## src/rtl/list_fold_if.sv

```systemverilog
`default_nettype none
// ============================================================================
// Module   : list_fold_if
// Purpose  : Upstream list handshake plus downstream result handshake for list_fold.
// Revision : 1.0
// ============================================================================
interface list_fold_if #(
  parameter int WIDTH     = 8,
  parameter int ACC_WIDTH = 16
) ();
  logic                 src_ready;
  logic                 src_req;
  logic                 src_ack;
  logic                 src_eol;
  logic [WIDTH-1:0]     src_value;
  logic [ACC_WIDTH-1:0] result;
  logic [ACC_WIDTH-1:0] count;
  logic                 overflow;
  logic                 result_valid;
  logic                 result_ack;

  // Fold engine side
  modport master (
    output src_ready, src_req, result, count, overflow, result_valid,
    input  src_ack, src_eol, src_value, result_ack
  );

  // Upstream enumerator / downstream consumer side
  modport slave (
    input  src_ready, src_req, result, count, overflow, result_valid,
    output src_ack, src_eol, src_value, result_ack
  );
endinterface
`default_nettype wire

```

## src/rtl/list_fold.sv

```systemverilog
`default_nettype none
// ============================================================================
// Module   : list_fold
// Purpose  : Folds one upstream list into sum/max/min/count; optional sum
//            saturation enabled by macro LIST_FOLD_SAT_EN.
// Revision : 1.0
// ============================================================================
module list_fold #(
  parameter int WIDTH     = 8,
  parameter int ACC_WIDTH = 16
) (
  input  wire logic       clock,
  input  wire logic       reset_n,
  input  wire logic       start,
  input  wire logic [1:0] op,
  input  wire logic       abort,
  list_fold_if.master     bus
);

  typedef enum logic [1:0] {
    S_IDLE  = 2'd0,
    S_START = 2'd1,
    S_RUN   = 2'd2,
    S_DONE  = 2'd3
  } state_t;

  localparam logic [1:0] c_op_sum = 2'b00;
  localparam logic [1:0] c_op_max = 2'b01;
  localparam logic [1:0] c_op_min = 2'b10;

  state_t               r_state;
  state_t               w_next;
  logic [1:0]           r_op;
  logic [ACC_WIDTH-1:0] r_acc;
  logic [ACC_WIDTH-1:0] r_count;
  logic [ACC_WIDTH-1:0] w_val_ext;
  logic [ACC_WIDTH:0]   w_sum;
  logic [ACC_WIDTH-1:0] w_acc_next;
  logic                 w_consume;
  logic                 w_launch;

  assign w_launch  = (r_state == S_IDLE) && start;
  // abort takes priority over an element arriving in the same cycle
  assign w_consume = (r_state == S_RUN) && bus.src_ack && !abort;
  assign w_sum     = {1'b0, r_acc} + {1'b0, w_val_ext};

  always_comb begin
    w_val_ext              = '0;
    w_val_ext[WIDTH-1:0]   = bus.src_value;
  end

  always_ff @(posedge clock or negedge reset_n) begin
    if (!reset_n) r_state <= S_IDLE;
    else          r_state <= w_next;
  end

  always_comb begin
    w_next = r_state;
    case (r_state)
      S_IDLE:  if (start) w_next = S_START;
      S_START: w_next = abort ? S_IDLE : S_RUN;
      S_RUN: begin
        if (abort)                            w_next = S_IDLE;
        else if (bus.src_ack && bus.src_eol)  w_next = S_DONE;
      end
      S_DONE:  if (bus.result_ack) w_next = S_IDLE;
      default: w_next = S_IDLE;
    endcase
  end

`ifdef LIST_FOLD_SAT_EN
  logic r_ovf;
  logic w_ovf_next;
`endif

  always_comb begin
    w_acc_next = r_acc;
`ifdef LIST_FOLD_SAT_EN
    w_ovf_next = r_ovf;
`endif
    case (r_op)
      c_op_sum: begin
`ifdef LIST_FOLD_SAT_EN
        if (w_sum[ACC_WIDTH]) begin
          w_acc_next = '1;
          w_ovf_next = 1'b1;
        end else begin
          w_acc_next = w_sum[ACC_WIDTH-1:0];
        end
`else
        w_acc_next = w_sum[ACC_WIDTH-1:0];
`endif
      end
      // first element seeds max/min regardless of its value
      c_op_max: if (r_count == '0 || w_val_ext > r_acc) w_acc_next = w_val_ext;
      c_op_min: if (r_count == '0 || w_val_ext < r_acc) w_acc_next = w_val_ext;
      default:  w_acc_next = '0;
    endcase
  end

  always_ff @(posedge clock or negedge reset_n) begin
    if (!reset_n) begin
      r_op    <= 2'b00;
      r_acc   <= '0;
      r_count <= '0;
    end else if (w_launch) begin
      r_op    <= op;
      r_acc   <= '0;
      r_count <= '0;
    end else if (w_consume) begin
      r_acc   <= w_acc_next;
      r_count <= r_count + 1'b1;
    end
  end

`ifdef LIST_FOLD_SAT_EN
  always_ff @(posedge clock or negedge reset_n) begin
    if (!reset_n)       r_ovf <= 1'b0;
    else if (w_launch)  r_ovf <= 1'b0;
    else if (w_consume) r_ovf <= w_ovf_next;
  end
  assign bus.overflow = r_ovf;
`else
  assign bus.overflow = 1'b0;
`endif

  assign bus.src_ready    = (r_state == S_START) || (r_state == S_RUN);
  assign bus.src_req      = (r_state == S_RUN);
  assign bus.result_valid = (r_state == S_DONE);
  assign bus.result       = r_acc;
  assign bus.count        = r_count;

endmodule
`default_nettype wire

```

## src/flat_wrapper.sv

```systemverilog
// flat-port wrapper written by rule: the top's interface ports become plain ports
module list_fold_flat 
#(
  parameter int WIDTH     = 8,
  parameter int ACC_WIDTH = 16
)
  (clock, reset_n, start, op, abort, bus_src_ready, bus_src_req, bus_result, bus_count, bus_overflow, bus_result_valid, bus_src_ack, bus_src_eol, bus_src_value, bus_result_ack);
  list_fold_if #(.WIDTH(WIDTH), .ACC_WIDTH(ACC_WIDTH)) bus_i ();
  input  wire logic clock;
  input  wire logic reset_n;
  input  wire logic start;
  input  wire logic [1:0] op;
  input  wire logic abort;
  output wire logic [$bits(bus_i.src_ready)-1:0] bus_src_ready;
  output wire logic [$bits(bus_i.src_req)-1:0] bus_src_req;
  output wire logic [$bits(bus_i.result)-1:0] bus_result;
  output wire logic [$bits(bus_i.count)-1:0] bus_count;
  output wire logic [$bits(bus_i.overflow)-1:0] bus_overflow;
  output wire logic [$bits(bus_i.result_valid)-1:0] bus_result_valid;
  input wire logic [$bits(bus_i.src_ack)-1:0] bus_src_ack;
  input wire logic [$bits(bus_i.src_eol)-1:0] bus_src_eol;
  input wire logic [$bits(bus_i.src_value)-1:0] bus_src_value;
  input wire logic [$bits(bus_i.result_ack)-1:0] bus_result_ack;
  assign bus_src_ready = bus_i.src_ready;
  assign bus_src_req = bus_i.src_req;
  assign bus_result = bus_i.result;
  assign bus_count = bus_i.count;
  assign bus_overflow = bus_i.overflow;
  assign bus_result_valid = bus_i.result_valid;
  assign bus_i.src_ack = bus_src_ack;
  assign bus_i.src_eol = bus_src_eol;
  assign bus_i.src_value = bus_src_value;
  assign bus_i.result_ack = bus_result_ack;
  list_fold #(.WIDTH(WIDTH), .ACC_WIDTH(ACC_WIDTH)) u_core (.clock(clock), .reset_n(reset_n), .start(start), .op(op), .abort(abort), .bus(bus_i));
endmodule
```

## config.mk

```make
export PLATFORM = sky130hd
export DESIGN_NAME = list_fold_flat
export DESIGN_NICKNAME = d
export VERILOG_FILES = /design/src/rtl/list_fold_if.sv /design/src/rtl/list_fold.sv /design/src/flat_wrapper.sv
export SDC_FILE = /design/constraint.sdc
export NUM_CORES = 1
export LEC_CHECK = 0
export ABC_AREA = 1
export CAP_MARGIN = 0
export CELL_PAD_IN_SITES_DETAIL_PLACEMENT = 0
export CELL_PAD_IN_SITES_GLOBAL_PLACEMENT = 1
export CORE_MARGIN = 1
export CORE_UTILIZATION = 30
export DETAILED_ROUTE_END_ITERATION = 10
export PLACE_DENSITY_LB_ADDON = 0.1
export SLEW_MARGIN = 5
export SYNTH_ARGS = -nofsm -noshare
export SYNTH_HDL_FRONTEND = slang
export SYNTH_SLANG_ARGS = --single-unit
```

## constraint.sdc

```tcl
create_clock -name clock -period 4.1 [get_ports clock]
set_input_delay 0.615 -clock clock [delete_from_list [all_inputs] [get_ports clock]]
set_output_delay 0.615 -clock clock [all_outputs]
set_load 0.02 [all_outputs]
```

---- Word level (Yosys, flattened, before mapping) ----
Cells that the tools add are included.
word-level totals
  bits in registers ....................... 36
  input bits .............................. 17
  output and inout port bits .............. 36
  word-level logic and storage cells ...... 45
operators by class
  add/sub/neg operators ................... 2
  magnitude comparators ................... 2
  equal/unequal tests ..................... 10
  mux-type cells .......................... 13
  reductions and logical operators ........ 14
operators with widths
  operator                                               count
  2-to-1 mux 16 bit                                      6
  case mux 16 bit (3 select lines)                       1
  adder 16 x 1 -> 16 bit, second input constant          1
  adder 16 x 8 -> 16 bit                                 1
  greater-than comparator 8 x 16 -> 1 bit                1
  logical NOT 16 bit                                     1
  < comparator 8 x 16 -> 1 bit                           1
  2-to-1 mux 2 bit                                       5
  case mux 2 bit (4 select lines)                        1
  == test 2 bit, second input constant                   3
  inequality test 3 x 1 -> 1 bit, second input constant  2
  AND reduction 3 bit                                    2
  == test 2 x 1 -> 1 bit, second input constant          2
  logical AND 1 bit                                      4
  logical NOT 2 bit                                      2
  logical OR 1 bit                                       3
  inequality test 3 x 2 -> 1 bit, second input constant  1
  inequality test 2 x 1 -> 1 bit, second input constant  1
  inequality test 2 bit, second input constant           1
  nonzero test 2 bit                                     1
  logical NOT 1 bit                                      1

---- Longest topological paths before layout ----
Gate-level depths: netlist (run 1).
  depth in word-level cells ............... 6
  depth in mapped cells ................... 15
  gate-level depth less buffers ........... 15

---- Worst setup path after synthesis (run 1) ----
OpenSTA, ideal clock, no wires.
  path type ............................... input to register
  start ................................... input bus_src_value[0]
  end ..................................... register u_core.r_acc[10], in the netlist u_core.bus.result[10]
  setup time .............................. 0.117 ns
  data arrival time ....................... 1.934 ns
  data required time ...................... 3.983 ns
  path slack .............................. 2.049 ns
  cell stages on the path ................. 13
  buffers on the path ..................... 0
  cell sequence ........................... ha_1 fa_1 nand2_1 nand2_1 and2_4 nand2_1 nand2_1 nand2_1 nand2_1 o21ai_0 nor2_1 nand2_1 nand2_1
between the ends
  longest elaborated chain between the ends .. 4
  elaborated cells on any way between the ends .. 11
  classes of those cells .................. 1 x add/sub; 2 x order compare; 2 x eq/ne; 3 x mux; 3 x reduce/logical
RTL lines
  what                                                                 RTL line            text
  from (decl)                                                          flat_wrapper.sv:22  input wire logic [$bits(bus_i.src_value)-1:0] bus_src_value;
  adder 16 x 8 -> 16 bit, or another cell as far along                 list_fold.sv:45     assign w_sum = {1'b0, r_acc} + {1'b0, w_val_ext};
  case mux 16 bit (3 select lines), or another cell as far along       list_fold.sv:81     case (r_op)
  2-to-1 mux 16 bit or inequality test 3 x 1 -> 1 bit (tied branches)  -
  2-to-1 mux 16 bit or AND reduction 3 bit (tied branches)             -
  to (signal assigned)                                                 list_fold.sv:111    r_acc <= w_acc_next;
  to (decl)                                                            list_fold.sv:34     logic [ACC_WIDTH-1:0] r_acc;
Parallel ways exist; a longest one is shown, timed or not. The select of a mux whose other input is x is not followed.
A chain may end at the register's enable or synchronous reset.

---- Worst setup path after layout (run 1) ----
Ends and elaborated chain as after synthesis.

==> flow_summary.ini, run 1 <==
[run_status]
status = finished clean

[power_and_ir_drop]
finalPower_mw = 1.409
power.switching_uw = 607.3
p_comb_share_pct = 46.1
p_leak_nw = 1.806
swShare_pct = 43.10
clockPowerShare_pct = 23.3
seqPwrFrac_pct = 30.5
internal_power_uw = 801.8
p_per_area_mw_per_mm2 = 375.8
vdd_drop_max_uv = 258.3

[clock_tree]
clk_latency_ns = 0.30
ctsLongestPathBuffers = 2
clk_pin_slew_worst_paths_ns = 0.09
cts_resized = 0
htreeDepth = 2
cts_buffers = 5
postCtsSetupBuffers = 0
ctsHoldBuffers = 0
cts.sinks = 36
cts_tree = done
cts_root_buffer = clkbuf_8

[critical_path]
crit_type = primary input to flop
cp.arrival_ns = 2.67
cp-end-kind = flop
critPathMaxFanout = 4
cp-start-kind = primary input
rrSetupSlack_ns = 1.99
required_ns = 4.29

[synth]
synth.distinct_cells = 40
synth_nets = 481
synth_edf_count = 0
yosys_warnings = 0
synth_ff_type = dfrtp_1
yosysSeqAreaShare_pct = 29.99
synth_top_area_share_pct = 29.99
synth.top_cells.by_area = dfrtp_1 30%, nand2_1 13%, ha_1 11%
synthesis.area_sq_mm = 0.003004
netlist_instances = 436
synthArstFlopShare_pct = 100.0
yosys.area.top_type = dfrtp_1
synth_seq_cells = 36
syn-mean-instance-area_sq_um = 6.890

[global_routing]
first_global_vias = 2954
overflow = 0
grt_max_degree = 37
track_usage_pct = 17.41
antenna_found_initial = 0
grt_pass1_wl_mm = 14.12

[route]
wl_per_cell_microns = 13.07
drc = 0
ant_nets = 0
vias = 2926
drt-pass1-iter-count = 4
first_iter_violations = 162
wl_mm = 8.141
vias_per_cell = 4.697

[placed_design]
dp_hpwl_mm = 6.195
detailed_place.area_sq_mm = 0.003638
port_buffers = 51
globalplace.congestion = 0.7877

[die]
io_pins = 53
fp.dieW_microns = 102.1
initial_core_util_pct = 30.88
fp.dieArea_sq_mm = 0.01042
dieHeight_microns = 102.1
row_count = 36
coreArea_sq_mm = 0.009729

[sta]
slew_viol_final = 0
fin_skew_ns = 0.007682
finalHoldViolCount = 0
rsz0062_at_grt = no
timing.setup.tns_ns = 0
finalSetupViolCount = 0
max_slew.worst_pin.slew_ns = 0.8995
timing.final.crit_period_ns = 2.478
min_period_over_period_pct = 60.43
max_clock_freq_mhz = 403.6
slew_headroom_pct = 40.04

[final_layout]
final_common_cell = nand2_1
nNetsFinal = 534
n_antenna_cell = 0
syn2layout_area_growth_pct = 24.82
layout_common_cells = 104 x nand2_1, 70 x inv_1, 58 x nand3_1, 50 x clkdlybuf4s50_1, 39 x nor2_1
fin_area_sq_mm = 0.003750
drive_above_1_share_pct = 6.735

[job]
cap_viol_max_count = 0

[min_path]
hp-class = primary input to asynchronous set/reset pin
[worst paths after layout]
check                                     start                    end  cells past startpoint
max                            bus_src_value[0]  u_core.bus.result[10]                     14
max in group asynchronous               reset_n      u_core.r_state[1]                      1
min in group clock         u_core.bus.result[7]   u_core.bus.result[7]                      2
min                                     reset_n   u_core.bus.result[7]                      1
max reg2reg                u_core.bus.result[6]   u_core.bus.result[9]                     12
min reg2reg                u_core.bus.result[7]   u_core.bus.result[7]                      2
[critical path: stages]
cell	delay [ns]
clkdlybuf4s50_1	0.46
ha_1	0.27
fa_1	0.42
nand2_1	0.10
nand2_1	0.08
and2_4	0.18
nand2_1	0.08
nand2_1	0.09
nand2_1	0.07
nand2_1	0.04
o21ai_0	0.08
nor2_1	0.07
nand2_1	0.07
nand2_1	0.05
[logic make-up after synthesis]
family,after synthesis,share of synthesized area (%)
simple gates,236,36.19
buf+inv,80,10.75
compound gates,51,9.871
flops,36,29.99
fa+ha+maj,28,11.91
xor+xnor,4,1.166
other cells,1,0.1248
[state kept, by name, summed over array words and instances, names as in the netlist]
| name | count |
|---|---|
| u_core.r_state | 2 |
| u_core.r_op | 2 |
| u_core.bus.count | 16 |
| u_core.bus.result | 16 |
[area by class of cell]
cell class / count / area, sq um
fill: 1081 / 5979
clock inverter: 3 / 42.54
inverter: 74 / 277.8
multi-input combinational: 320 / 1780
tap: 133 / 166.4
timing repair buffer: 52 / 513.0
clock buffer: 5 / 68.82
sequential: 36 / 900.9
[metal layers]
metal	track usage, %	part of all wire, %	vias to the layer above
met5	0	0	-
met4	4.945	1.9	0
met3	2.462	3.3	13
met2	29.43	47	75
met1	23.14	48	1336
li1	-	-	1502
[Yosys cell counts, types with 2 or more instances]
library cell	instances
a21oi_1	19
o21a_1	2
or2_0	2
a21boi_0	2
nand4_1	7
nor3_1	6
nand3_1	58
nor2_1	39
nor3_2	2
xor2_1	4
inv_2	4
nor2_2	2
inv_1	70
nand2_2	7
nand2_1	104
ha_1	27
o21ai_0	18
dfrtp_1	36
nor2_4	4
buf_4	3
[stage by stage]
stage,util (%),setup slack [ns],std cells,hold WS [ns]
detailed placement,37.40,1.331,615,0.5491
finish,38.54,1.622,623,0.4392
CTS,38.54,1.625,623,0.4738
global placement,37.40,1.305,615,0.5506
floorplan,-,2.049,436,0.3194
global route,38.54,1.406,623,0.5120
[power by group through the flow]
stage	clock [mW]	combinational (mW)	sequential, mW
2_1_floorplan	0	0.414	0.456
3_3_place_gp	0	0.664	0.438
3_5_place_dp	0	0.652	0.438
4_1_cts	0.341	0.655	0.431
5_1_grt	0.358	0.740	0.438
6_report	0.329	0.650	0.430
No activity file was read; power rests on OpenSTA's default activity.
==> inputs of run 2 (changes only) <==
Clock period 4.1 ns to 2.06 ns, I/O delays scaled along.
==> run 2 against run 1 <==
Compared with the run above:
- final cell count grew 8.2%
- critical endpoint is now bus_src_ready
- clock-buffer cell count increased by 1
- worst setup slack got worse by 1.5 ns
==> flow_summary.ini, run 2 (synthesis results as in run 1) <==
[clock_tree]
ctsLongestPathBuffers = 2
cts_tree = done
htreeDepth = 2
cts_root_buffer = clkbuf_8
cts_buffers = 5
clk_latency_ns = 0.29
cts.sinks = 36
clk_pin_slew_worst_paths_ns = 0.09

[power_and_ir_drop]
p_leak_nw = 2.177
finalPower_mw = 3.030
p_per_area_mw_per_mm2 = 697.1
internal_power_mw = 1.718
swShare_pct = 43.31
clockPowerShare_pct = 19.0
seqPwrFrac_pct = 27.8
power.switching_mw = 1.312
p_comb_share_pct = 53.2
vdd_drop_max_uv = 460.4

[critical_path]
cp-end-kind = primary output
critPathMaxFanout = 4
cp.arrival_ns = 1.67
required_ns = 1.75
cp-start-kind = flop
crit_type = flop to primary output

[sta]
fin_skew_ns = 0.005864
slew_viol_final = 0
slew_headroom_pct = 65.54
fin_ws_ns = 0.07983
min_period_over_period_pct = 96.12
timing.final.crit_period_ns = 1.980
max_slew.worst_pin.slew_ns = 0.5169
max_clock_freq_mhz = 505.0
finalHoldViolCount = 0
finalSetupViolCount = 0
whs_ns = 0.05362

[placed_design]
globalplace.congestion = 0.7864
port_buffers = 51
detailed_place.area_sq_mm = 0.003974
dp_hpwl_mm = 6.655
place_ws_ns = -0.3044

[route]
vias_per_cell = 4.641
drc = 0
vias = 3128
wl_per_cell_microns = 13.27
drt-pass1-iter-count = 5
wl_mm = 8.944
wl_met3_microns = 242
dr_wl_met2_mm = 4.319
ant_nets = 0
top_layer_used = met4
first_iter_violations = 104
drt-met1-wl_mm = 4.318

[global_routing]
grt_pass1_wl_mm = 14.63
overflow = 0
grt_max_degree = 37
antenna_found_initial = 0
track_usage_pct = 17.92
first_global_vias = 3032

[job]
cap_viol_max_count = 0

[die]
row_count = 36
fp.dieW_microns = 102.1
initial_core_util_pct = 30.88
io_pins = 53
fp.dieArea_sq_mm = 0.01042
coreArea_sq_mm = 0.009729
dieHeight_microns = 102.1

[final_layout]
seq_area_sq_um = 900.9
fin_area_sq_mm = 0.004347
num-fill-cells = 1068
multi_input_area_sq_mm = 0.001981
drive_above_1_share_pct = 21.07
final_common_cell = nand2_1
layout_common_cells = 96 x nand2_1, 69 x inv_1, 54 x nand3_1, 47 x buf_4, 44 x clkdlybuf4s50_1
nNetsFinal = 585
syn2layout_area_growth_pct = 44.69
n_antenna_cell = 0

[min_path]
hp-class = primary input to asynchronous set/reset pin

[run_status]
status = finished clean
[run 2: changes by cell type in the layout (fill, tap and decap cells not counted), sizes merged]
cell / before / now
bufinv: 1 / 0
nand3: 59 / 61
clkbuf: 5 / 6
inv: 74 / 75
clkinvlp: 1 / 0
buf: 2 / 51
dlymetal6s2s: 0 / 6
clkdlybuf4s50: 50 / 44
[run 2: final cells by class]
cell class                 instances  share of cell area [%]
timing repair buffer             101                   21.27
multi-input combinational        322                   45.57
clock buffer                       6                   1.900
inverter                          74                   6.390
clock inverter                     2                  0.3166
tap                              133                   3.828
sequential                        36                   20.73
[run 2: through the flow]
stage	TNS, ns	std cells	utilization, %
floorplan	0	436	-
global placement	-3.573	658	40.84
detailed placement	-3.815	658	40.84
CTS	0	666	41.86
global route	-0.006099	674	44.68
finish	0	674	44.68
[run 2: path summary, 6_finish.rpt]
kind | startpoint | endpoint | slack (ns) | cells past startpoint
setup / recovery | u_core.r_state[1] | bus_src_ready | 0.08 | 3
hold / removal | reset_n | u_core.bus.result[15] | 0.05 | 2
setup reg to reg | u_core.bus.result[7] | u_core.bus.result[1] | 0.13 | 13
hold reg to reg | u_core.r_state[1] | u_core.r_state[1] | 0.57 | 2
max in group asynchronous | reset_n | u_core.bus.result[4] | 1.63 | 2
min in group clock | bus_src_value[0] | u_core.bus.result[0] | 0.48 | 5
[run 2: routing by layer]
metal  global-route usage [%]  up-vias
met2                    30.77       51
li1                         -     1610
met5                        0        -
met1                    24.19     1461
met4                    3.297        0
met3                    2.394        6
[run 2: critical path, stage by stage, from the launching register on]
cell and delay (ns):
dfrtp_1 0.41, inv_1 0.10, ha_1 0.27, clkdlybuf4s50_1 0.59
[run 2: what timing repair did]
item,CTS,global route
endpoints found under the setup margin,1,18
buffers inserted,0,6
hold buffers,0,0
resized for setup,1,44
pin swaps,0,14
cloned,0,2
[run 2: power by group through the flow]
stage          sequential (mW)  combinational [mW]  clock, mW
2_1_floorplan            0.907               0.824          0
3_3_place_gp             0.854                1.51          0
3_5_place_dp             0.857                1.50          0
4_1_cts                  0.844                1.50      0.603
5_1_grt                  0.857                1.81      0.631
6_report                 0.842                1.61      0.576
